`src/rtl/branch_pkg.sv`:
```
// Shared types and constants for the branch resolution controller and its in-flight queue.
package branch_pkg;

  typedef enum logic [1:0] {
    StIdle     = 2'd0,
    StRedirect = 2'd1,
    StHold     = 2'd2
  } state_e;

  typedef struct packed {
    logic [31:0] pc;
    logic [31:0] target;
    logic        pred_taken;
  } br_entry_t;

  // opcode[6:2] of a RISC-V conditional branch
  localparam logic [4:0] BranchOpcode = 5'b11000;

  localparam int unsigned HoldCntW = 4;

  // Correct next PC once the real direction of a queued branch is known.
  function automatic logic [31:0] redirect_target(br_entry_t e, logic taken);
    return taken ? e.target : (e.pc + 32'd4);
  endfunction

endpackage

```
`src/rtl/branch_fifo.sv`:
```
// In-order queue of in-flight conditional branches; flush empties it and drops any same-cycle push.
module branch_fifo
  import branch_pkg::*;
#(
  parameter int unsigned DEPTH = 4
) (
  input  logic      clk_i,
  input  logic      rst_i,
  input  logic      push_i,
  input  br_entry_t push_data_i,
  input  logic      pop_i,
  input  logic      flush_i,
  output logic      full_o,
  output logic      empty_o,
  output br_entry_t head_o
);

  localparam int unsigned PtrW = (DEPTH > 1) ? $clog2(DEPTH) : 1;
  localparam logic [PtrW:0] FullCnt = (PtrW + 1)'(DEPTH);

  br_entry_t       mem_q [DEPTH];
  logic [PtrW-1:0] wr_ptr_q, wr_ptr_d;
  logic [PtrW-1:0] rd_ptr_q, rd_ptr_d;
  logic [PtrW:0]   count_q, count_d;
  logic            do_push, do_pop;

  assign full_o  = (count_q == FullCnt);
  assign empty_o = (count_q == '0);
  assign head_o  = mem_q[rd_ptr_q];

  assign do_pop  = pop_i & ~empty_o;
  // A full queue can still accept an entry when the head leaves in the same cycle.
  assign do_push = push_i & (~full_o | do_pop);

  always_comb begin
    wr_ptr_d = wr_ptr_q;
    rd_ptr_d = rd_ptr_q;
    count_d  = count_q;
    if (flush_i) begin
      wr_ptr_d = '0;
      rd_ptr_d = '0;
      count_d  = '0;
    end else begin
      if (do_push) wr_ptr_d = wr_ptr_q + 1'b1;
      if (do_pop)  rd_ptr_d = rd_ptr_q + 1'b1;
      unique case ({do_push, do_pop})
        2'b10:   count_d = count_q + 1'b1;
        2'b01:   count_d = count_q - 1'b1;
        default: count_d = count_q;
      endcase
    end
  end

  always_ff @(posedge clk_i) begin
    if (rst_i) begin
      wr_ptr_q <= '0;
      rd_ptr_q <= '0;
      count_q  <= '0;
    end else begin
      wr_ptr_q <= wr_ptr_d;
      rd_ptr_q <= rd_ptr_d;
      count_q  <= count_d;
    end
  end

  always_ff @(posedge clk_i) begin
    if (do_push && !flush_i) mem_q[wr_ptr_q] <= push_data_i;
  end

endmodule

```
`src/rtl/branch_resolve_ctrl.sv`:
```
// Tracks in-flight conditional branches, resolves them in order, trains the predictor and
// drives flush/redirect plus a fixed fetch-stall window after each misprediction.
module branch_resolve_ctrl
  import branch_pkg::*;
#(
  parameter int unsigned DEPTH       = 4,
  parameter int unsigned HOLD_CYCLES = 2,
  parameter int unsigned CNT_WIDTH   = 16
) (
  input  logic                 clk,
  input  logic                 reset,
  input  logic                 f_valid,
  input  logic                 f_is_branch,
  input  logic                 f_pred_taken,
  input  logic [31:0]          f_pc,
  input  logic [31:0]          f_target,
  input  logic                 ex_valid,
  input  logic                 ex_is_branch,
  input  logic                 ex_actual_taken,
  output logic                 stall_fetch,
  output logic                 flush,
  output logic                 redirect_valid,
  output logic [31:0]          redirect_pc,
  output logic                 update_en,
  output logic                 actual_taken,
  output logic [31:0]          update_pc,
  output logic [CNT_WIDTH-1:0] br_count,
  output logic [CNT_WIDTH-1:0] mispred_count,
  output logic                 underflow_err
);

  state_e                state_q, state_d;
  logic [HoldCntW-1:0]   hold_cnt_q, hold_cnt_d;

  logic                  flush_q, flush_d;
  logic [31:0]           redirect_pc_q, redirect_pc_d;
  logic                  update_en_q, update_en_d;
  logic                  actual_taken_q, actual_taken_d;
  logic [31:0]           update_pc_q, update_pc_d;
  logic [CNT_WIDTH-1:0]  br_count_q, br_count_d;
  logic [CNT_WIDTH-1:0]  mispred_count_q, mispred_count_d;
  logic                  underflow_q, underflow_d;

  logic                  fifo_full, fifo_empty;
  br_entry_t             head, push_entry;
  logic                  in_idle, ex_br, resolve, mispredict, push;

  assign in_idle    = (state_q == StIdle);
  assign ex_br      = ex_valid & ex_is_branch;
  // Outside IDLE the queue is empty by construction, so any resolution is wrong-path.
  assign resolve    = ex_br & ~fifo_empty & in_idle;
  assign mispredict = resolve & (ex_actual_taken != head.pred_taken);
  assign push       = f_valid & f_is_branch & in_idle & ~mispredict & (~fifo_full | resolve);

  assign push_entry = '{pc: f_pc, target: f_target, pred_taken: f_pred_taken};

  branch_fifo #(
    .DEPTH(DEPTH)
  ) u_fifo (
    .clk_i      (clk),
    .rst_i      (reset),
    .push_i     (push),
    .push_data_i(push_entry),
    .pop_i      (resolve),
    .flush_i    (mispredict),
    .full_o     (fifo_full),
    .empty_o    (fifo_empty),
    .head_o     (head)
  );

  assign stall_fetch = ~reset & ((fifo_full & ~resolve) | ~in_idle);

  always_comb begin
    state_d    = state_q;
    hold_cnt_d = hold_cnt_q;
    unique case (state_q)
      StIdle: begin
        if (mispredict) state_d = StRedirect;
      end
      StRedirect: begin
        state_d    = StHold;
        hold_cnt_d = HoldCntW'(HOLD_CYCLES);
      end
      StHold: begin
        hold_cnt_d = hold_cnt_q - 1'b1;
        if (hold_cnt_q <= 4'd1) state_d = StIdle;
      end
      default: begin
        state_d    = StIdle;
        hold_cnt_d = '0;
      end
    endcase
  end

  always_comb begin
    flush_d         = mispredict;
    update_en_d     = resolve;
    redirect_pc_d   = redirect_pc_q;
    actual_taken_d  = actual_taken_q;
    update_pc_d     = update_pc_q;
    br_count_d      = br_count_q;
    mispred_count_d = mispred_count_q;
    underflow_d     = underflow_q | (ex_br & fifo_empty & in_idle);
    if (resolve) begin
      actual_taken_d = ex_actual_taken;
      update_pc_d    = head.pc;
      if (br_count_q != '1) br_count_d = br_count_q + 1'b1;
    end
    if (mispredict) begin
      redirect_pc_d = redirect_target(head, ex_actual_taken);
      if (mispred_count_q != '1) mispred_count_d = mispred_count_q + 1'b1;
    end
  end

  always_ff @(posedge clk) begin
    if (reset) begin
      state_q         <= StIdle;
      hold_cnt_q      <= '0;
      flush_q         <= 1'b0;
      redirect_pc_q   <= '0;
      update_en_q     <= 1'b0;
      actual_taken_q  <= 1'b0;
      update_pc_q     <= '0;
      br_count_q      <= '0;
      mispred_count_q <= '0;
      underflow_q     <= 1'b0;
    end else begin
      state_q         <= state_d;
      hold_cnt_q      <= hold_cnt_d;
      flush_q         <= flush_d;
      redirect_pc_q   <= redirect_pc_d;
      update_en_q     <= update_en_d;
      actual_taken_q  <= actual_taken_d;
      update_pc_q     <= update_pc_d;
      br_count_q      <= br_count_d;
      mispred_count_q <= mispred_count_d;
      underflow_q     <= underflow_d;
    end
  end

  assign flush          = flush_q;
  assign redirect_valid = flush_q;
  assign redirect_pc    = redirect_pc_q;
  assign update_en      = update_en_q;
  assign actual_taken   = actual_taken_q;
  assign update_pc      = update_pc_q;
  assign br_count       = br_count_q;
  assign mispred_count  = mispred_count_q;
  assign underflow_err  = underflow_q;

endmodule

```
`config.mk`:
```
export PLATFORM = sky130hd
export DESIGN_NAME = branch_resolve_ctrl
export DESIGN_NICKNAME = d
export VERILOG_FILES = /design/src/rtl/branch_pkg.sv /design/src/rtl/branch_fifo.sv /design/src/rtl/branch_resolve_ctrl.sv
export SDC_FILE = /design/constraint.sdc
export NUM_CORES = 1
export LEC_CHECK = 0
export ABC_AREA = 1
export CAP_MARGIN = 20
export CELL_PAD_IN_SITES_DETAIL_PLACEMENT = 0
export CELL_PAD_IN_SITES_GLOBAL_PLACEMENT = 2
export CORE_MARGIN = 1
export CORE_UTILIZATION = 35
export CTS_CLUSTER_DIAMETER = 50
export DETAILED_ROUTE_END_ITERATION = 12
export GPL_TIMING_DRIVEN = 0
export PLACE_DENSITY = 0.84
export SLEW_MARGIN = 40
export SYNTH_ARGS = -nofsm -noshare
export SYNTH_HDL_FRONTEND = slang
export SYNTH_HIERARCHICAL = 1
export SYNTH_SLANG_ARGS = --single-unit
```
`constraint.sdc`:
```
create_clock -name clk -period 8.4 [get_ports clk]
set_input_delay 1.26 -clock clk [delete_from_list [all_inputs] [get_ports clk]]
set_output_delay 1.26 -clock clk [all_outputs]
set_load 0.03 [all_outputs]
```
* Word-level counts from Yosys, hierarchy flattened
Memories as Yosys holds them, arrays and structs flattened. A register that Yosys moved wholly into a read port is not among the register bits. Cells that the tools add are included.
Word-level totals: memories 1, register bits after elaboration 113, RAM bits 260, word-level logic and storage cells 76
Memories:
- u_fifo.mem_q | words 4, width 65, rd ports 1, clocked after Yosys merged registers in 1, write ports 1, RTL line branch_fifo.sv:21 | br_entry_t mem_q [DEPTH];
Cells by class: bitwise logic cells 24, add/subtract/negate cells 8, $lt $le $gt $ge 1, reductions and logical operators 9, muxes and demuxes 10, equal/unequal tests 10
Operators with widths (number):
- $add A16 B1 Y16 const B | 2
- $add A32 B3 Y32 const B | 1
- $mux W32 | 1
- $ne A16 B16 Y1 const B | 2
- $and A1 B1 Y1 | 14
- $pmux W4 S3 | 1
- $mux W2 | 4
- $not A1 Y1 | 6
- $pmux W2 S3 | 1
- $pmux W3 S2 | 1
- $reduce_and A2 Y1 | 3
- $add A2 B1 Y2 const B | 2
- $eq A2 B1 Y1 const B | 2
- $eq A2 B2 Y1 const B | 2
- $le A4 B1 Y1 const B | 1
- $or A1 B1 Y1 | 4
- $sub A4 B1 Y4 const B | 1
- $add A3 B1 Y3 const B | 1
- $eq A3 B3 Y1 const B | 1
- $logic_not A3 Y1 | 1
- $sub A3 B1 Y3 const B | 1
- $logic_not A2 Y1 | 1
- $mux W1 | 2
- $ne A2 B1 Y1 const B | 1
- 6 further kinds | 6

* Logic depth before layout (Yosys ltp)
depth after elaboration 12, depth in mapped cells 18, depth with buffers taken out 15

* Hierarchy
Netlist, hierarchy kept.
By module, submodules not included:
- branch_fifo | times used 1, sequential area each 7987.7 µm², cells each 698, area each 10486.3 µm²
- branch_resolve_ctrl | times used 1, sequential area each 2122.0 µm², cells each 837, area each 5555.3 µm²

* Least setup slack after synthesis
OpenSTA, ideal clock, no wires.
kind input-to-reg, from in ex_actual_taken, to mem u_fifo/mem_q[0][0] in the netlist's numbering (enable), data arrival time 4.535 ns, setup time 0.436 ns, stages on the path 8, path buffers 2, path slack 3.428 ns, cells stage by stage clkbuf_2 xnor2_1 nor2_8 buf_2 nor3_1 nand2_4 or2_4 nor2_2
On the way: word-level cells in the longest chain between the ends 9, elaborated cells on any way between the ends 10
Ends and longest elaborated chain:
- start: declaration | RTL line branch_resolve_ctrl.sv:19 | input logic ex_actual_taken,
- $ne A1 B1 Y1 | RTL line branch_resolve_ctrl.sv:52 | assign mispredict = resolve & (ex_actual_taken != head.pred_taken);
- $and A1 B1 Y1 | RTL line branch_resolve_ctrl.sv:52
- net flush_d | RTL line branch_resolve_ctrl.sv:35 | logic flush_q, flush_d;
- $not A1 Y1 | RTL line branch_resolve_ctrl.sv:53 | assign push = f_valid & f_is_branch & in_idle & ~mispredict & (~fifo_full | resolve);
- $and A1 B1 Y1 (2 in series) | RTL line branch_resolve_ctrl.sv:53
- net push | RTL line branch_resolve_ctrl.sv:46 | logic in_idle, ex_br, resolve, mispredict, push;
- $and A1 B1 Y1 | RTL line branch_fifo.sv:33 | assign do_push = push_i & (~full_o | do_pop);
- $logic_and A1 B1 Y1 | RTL line branch_fifo.sv:67 | if (do_push && !flush_i) mem_q[wr_ptr_q] <= push_data_i;
- $mux W1 | RTL line branch_fifo.sv:67
- $mux W1 (not written as such) | RTL line branch_fifo.sv:67
- end: declaration | RTL line branch_fifo.sv:21
The timed path passes the listed nets, and every way through them passes these cells.

==> results.txt <==
DR WL/cell: 19.8 um
placed cells: 2326
clock slew at reported path FFs: 0.06 ns
HP Class: reg -> reg
register area share after synthesis: 63.0%
wire length on met2: 22.9 mm
Critical Path RT: 8.68 ns
clock latency on the worst-skew pair: 0.58 ns
fin crit share: 56.3%
DR top layer: met5
largest area contributor in the netlist: edfxtp_1
Max VDD drop: 149 uV
Antenna Nets Post-Route: 0
setup TNS: 0 ns
slew at the pin with the worst max-slew slack: 0.791 ns
Site Rows: 78
Final setup violation count: 0
DRC Markers: 0
CP endpoint kind: register
cells along the critical path: buf_6 > inv_4 > clkbuf_1 > o21ai_0 > o22ai_2 > xnor2_1 > nor2_8 > buf_2 > nor3_1 > nand2_4 > or2_4 > nor2_4 > buf_8 > buf_8 > buf_8 > buf_8
Lkg Pwr: 0.00709 uW
Critical Path Max Stage Delay: 0.56 ns
port bufs: 172
R2R cell count: 16
wl on met1: 21.2 mm
die height: 216 um
initial antenna violation count: 1
Final WS setup: 3.67 ns
RSZ-0062 raised after global routing: no
EDFF count, synth: 260
final count of pins violating max slew: 0
Overflow after GRT: 0
CTS HTree Levels: 2
initial DRC count: 919
DP Wirelength: 34.9 mm
Final Hold Viols: 0
Synth cell types: 47
Clk Tree Root Cell: clkbuf_16
Starting Density: 35.4%
max-cap violations: 0
Synth Warn #: 6
Post-Syn Instances: 1535
CP most frequent cell: buf_8
average footprint of a synthesized cell: 10.5 um^2
total number of vias: 12106
Mapped Nets: 1621
Ant. Diodes: 0
CTS Hold Buffers Added: 0
CTS max path bufs: 3
CTS Buf Count: 47
pre-CTS setup slack: 3.40 ns
share of cells above drive strength 1: 11.2%
clk sink count: 375
Pre-antenna DRT Iters: 4
synthesized cell area: 16000 um^2
nets: 1861
Yosys top cell area share: 48.7%
I/O pin cnt: 174
Area contributors post-synth: edfxtp_1 49%, dfxtp_1 14%, nor2_1 5.8%
buffers and inverters on the worst path: 8
GRT Overall Usage: 20.3%
Max Clk Rate: 212 MHz
area of the multi-input gates: 5150 um^2
Post-Layout Cell Count: 2411
met3 wire len: 2.55 mm
worst-path maximum fanout: 12
largest net degree at the start of global routing: 18
crit-path leading delay family: simple AND/OR/NAND/NOR gates
RR Endpoint: u_fifo/mem_q[2][16]
CTS tree: done
Worst Hold Launch: u_fifo/rd_ptr_q[1]
Synth top cells by count: 260 x edfxtp_1, 248 x nor2_1, 204 x nand2_1
post-CTS sizing: 0
Synth Register Bits: 375
die extent in x: 216 um
count leader, synth: edfxtp_1
Layout area overhead: 27.7%
first-pass GRT wire length: 71.1 mm
clock skew: 0.0192 ns
RD Place Congestion: 0.880
R2R Setup Slk: 3.67 ns
fillcell total: 4302
Core Area: 45300 um^2
Power per Cell Area: 236 nW/um^2
CP Class: reg -> reg
cell at the slowest stage of the critical path: nor3_1
FFs w/ async S/R, synth: 0%
min Tclk post-route: 4.73 ns
FF/Latch Area: 10100 um^2
worst hold path stage count: 1
status: complete, no violations
Final Routed Wirelength: 47.7 mm
relative slew slack: 47.3%
CP arrival: 5.01 ns
Post-CTS Setup Bufs: 0
vias in the first global route: 11583
Vias per Instance: 5.02
die area: 46700 um^2
Synth Flop Type: edfxtp_1
CP startpoint kind: register
stage by stage:
step | hold WS [ns] | utilization, % | total power, uW | area (um^2)
4_1_cts | 0.451 | 45.2 | 4880 | 20500
3_5_place_dp | 0.443 | 41.8 | 2910 | 18900
6_report | 0.448 | 45.2 | 4830 | 20500
2_1_floorplan | 0.418 | - | 2570 | 16000
3_3_place_gp | 0.428 | 40.9 | 2860 | 18500
5_1_grt | 0.477 | 45.2 | 5020 | 20500
layout make-up:
cell class	count	area share (%)
tap	600	3.66
multi-input combinational	996	25.1
sequential	375	49.3
buffer	79	2.33
clock inverter	24	1.12
inverter	85	1.59
timing repair buffer	191	10.4
clock buffer	61	6.40
worst reg2reg max path, cell delays in order (launching register included):
cell and delay, ns:
dfxtp_1 0.49, buf_6 0.23, inv_4 0.06, clkbuf_1 0.25, o21ai_0 0.27, o22ai_2 0.14, xnor2_1 0.39, nor2_8 0.14
buf_2 0.26, nor3_1 0.56, nand2_4 0.13, or2_4 0.31, nor2_4 0.44, buf_8 0.23, buf_8 0.17, buf_8 0.18
buf_8 0.18
worst max-delay path by stage:
stage / to / cells past startpoint
2_1_floorplan: u_fifo/mem_q[0][0] / 8
5_1_grt: u_fifo/mem_q[2][13] / 16
4_1_cts: u_fifo/mem_q[2][14] / 15
3_5_place_dp: u_fifo/mem_q[2][28] / 14
6_report: u_fifo/mem_q[2][16] / 16
3_3_place_gp: u_fifo/mem_q[3][28] / 10
per-layer routing:
metal	track usage, %	vias up
li1	-	5836
met1	27.0	5844
met2	33.9	360
met3	3.47	64
met4	6.20	2
met5	0	-
cells by family (layout without fill, tap and decap cells):
logic type | after synthesis | in the layout | share of synthesized area, %
AO/OA/AOI/OAI | 373 | 373 | 13.2
AND/OR/NAND/NOR | 580 | 580 | 16.1
XOR/XNOR | 29 | 29 | 1.58
buffers and inverters | 164 | 440 | 5.00
flip-flops | 375 | 375 | 63.0
adder cells (fa/ha/maj) | 14 | 14 | 1.14
layout by cell type, fill, tap and decap left out, drive strengths merged, types with 12 or more instances in the layout:
master         count
clkdlybuf4s50    172
inv               93
clkbuf           103
o22ai             65
xnor2             12
a21oi             98
buf               56
ha                13
o21ai            200
nand3             56
xor2              17
edfxtp           260
nor3              22
nand2            210
dfxtp            115
nor2             278
state kept, by name, indices dropped and copies added (netlist names), 3 cells and up, named ones only:
signal	flops
br_count	16
u_fifo/mem_q	260
u_fifo/count_q	3
hold_cnt_q	4
update_pc	32
redirect_pc	32
mispred_count	16
report_power, final:
part / internal, uW / leakage (uW) / switching, uW
Clock: 1180 / 0.000749 / 788
Combinational: 250 / 0.00306 / 468
Sequential: 2100 / 0.00328 / 50.3
Total: 3530 / 0.00709 / 1310
Power figures use the tool's default switching activity.
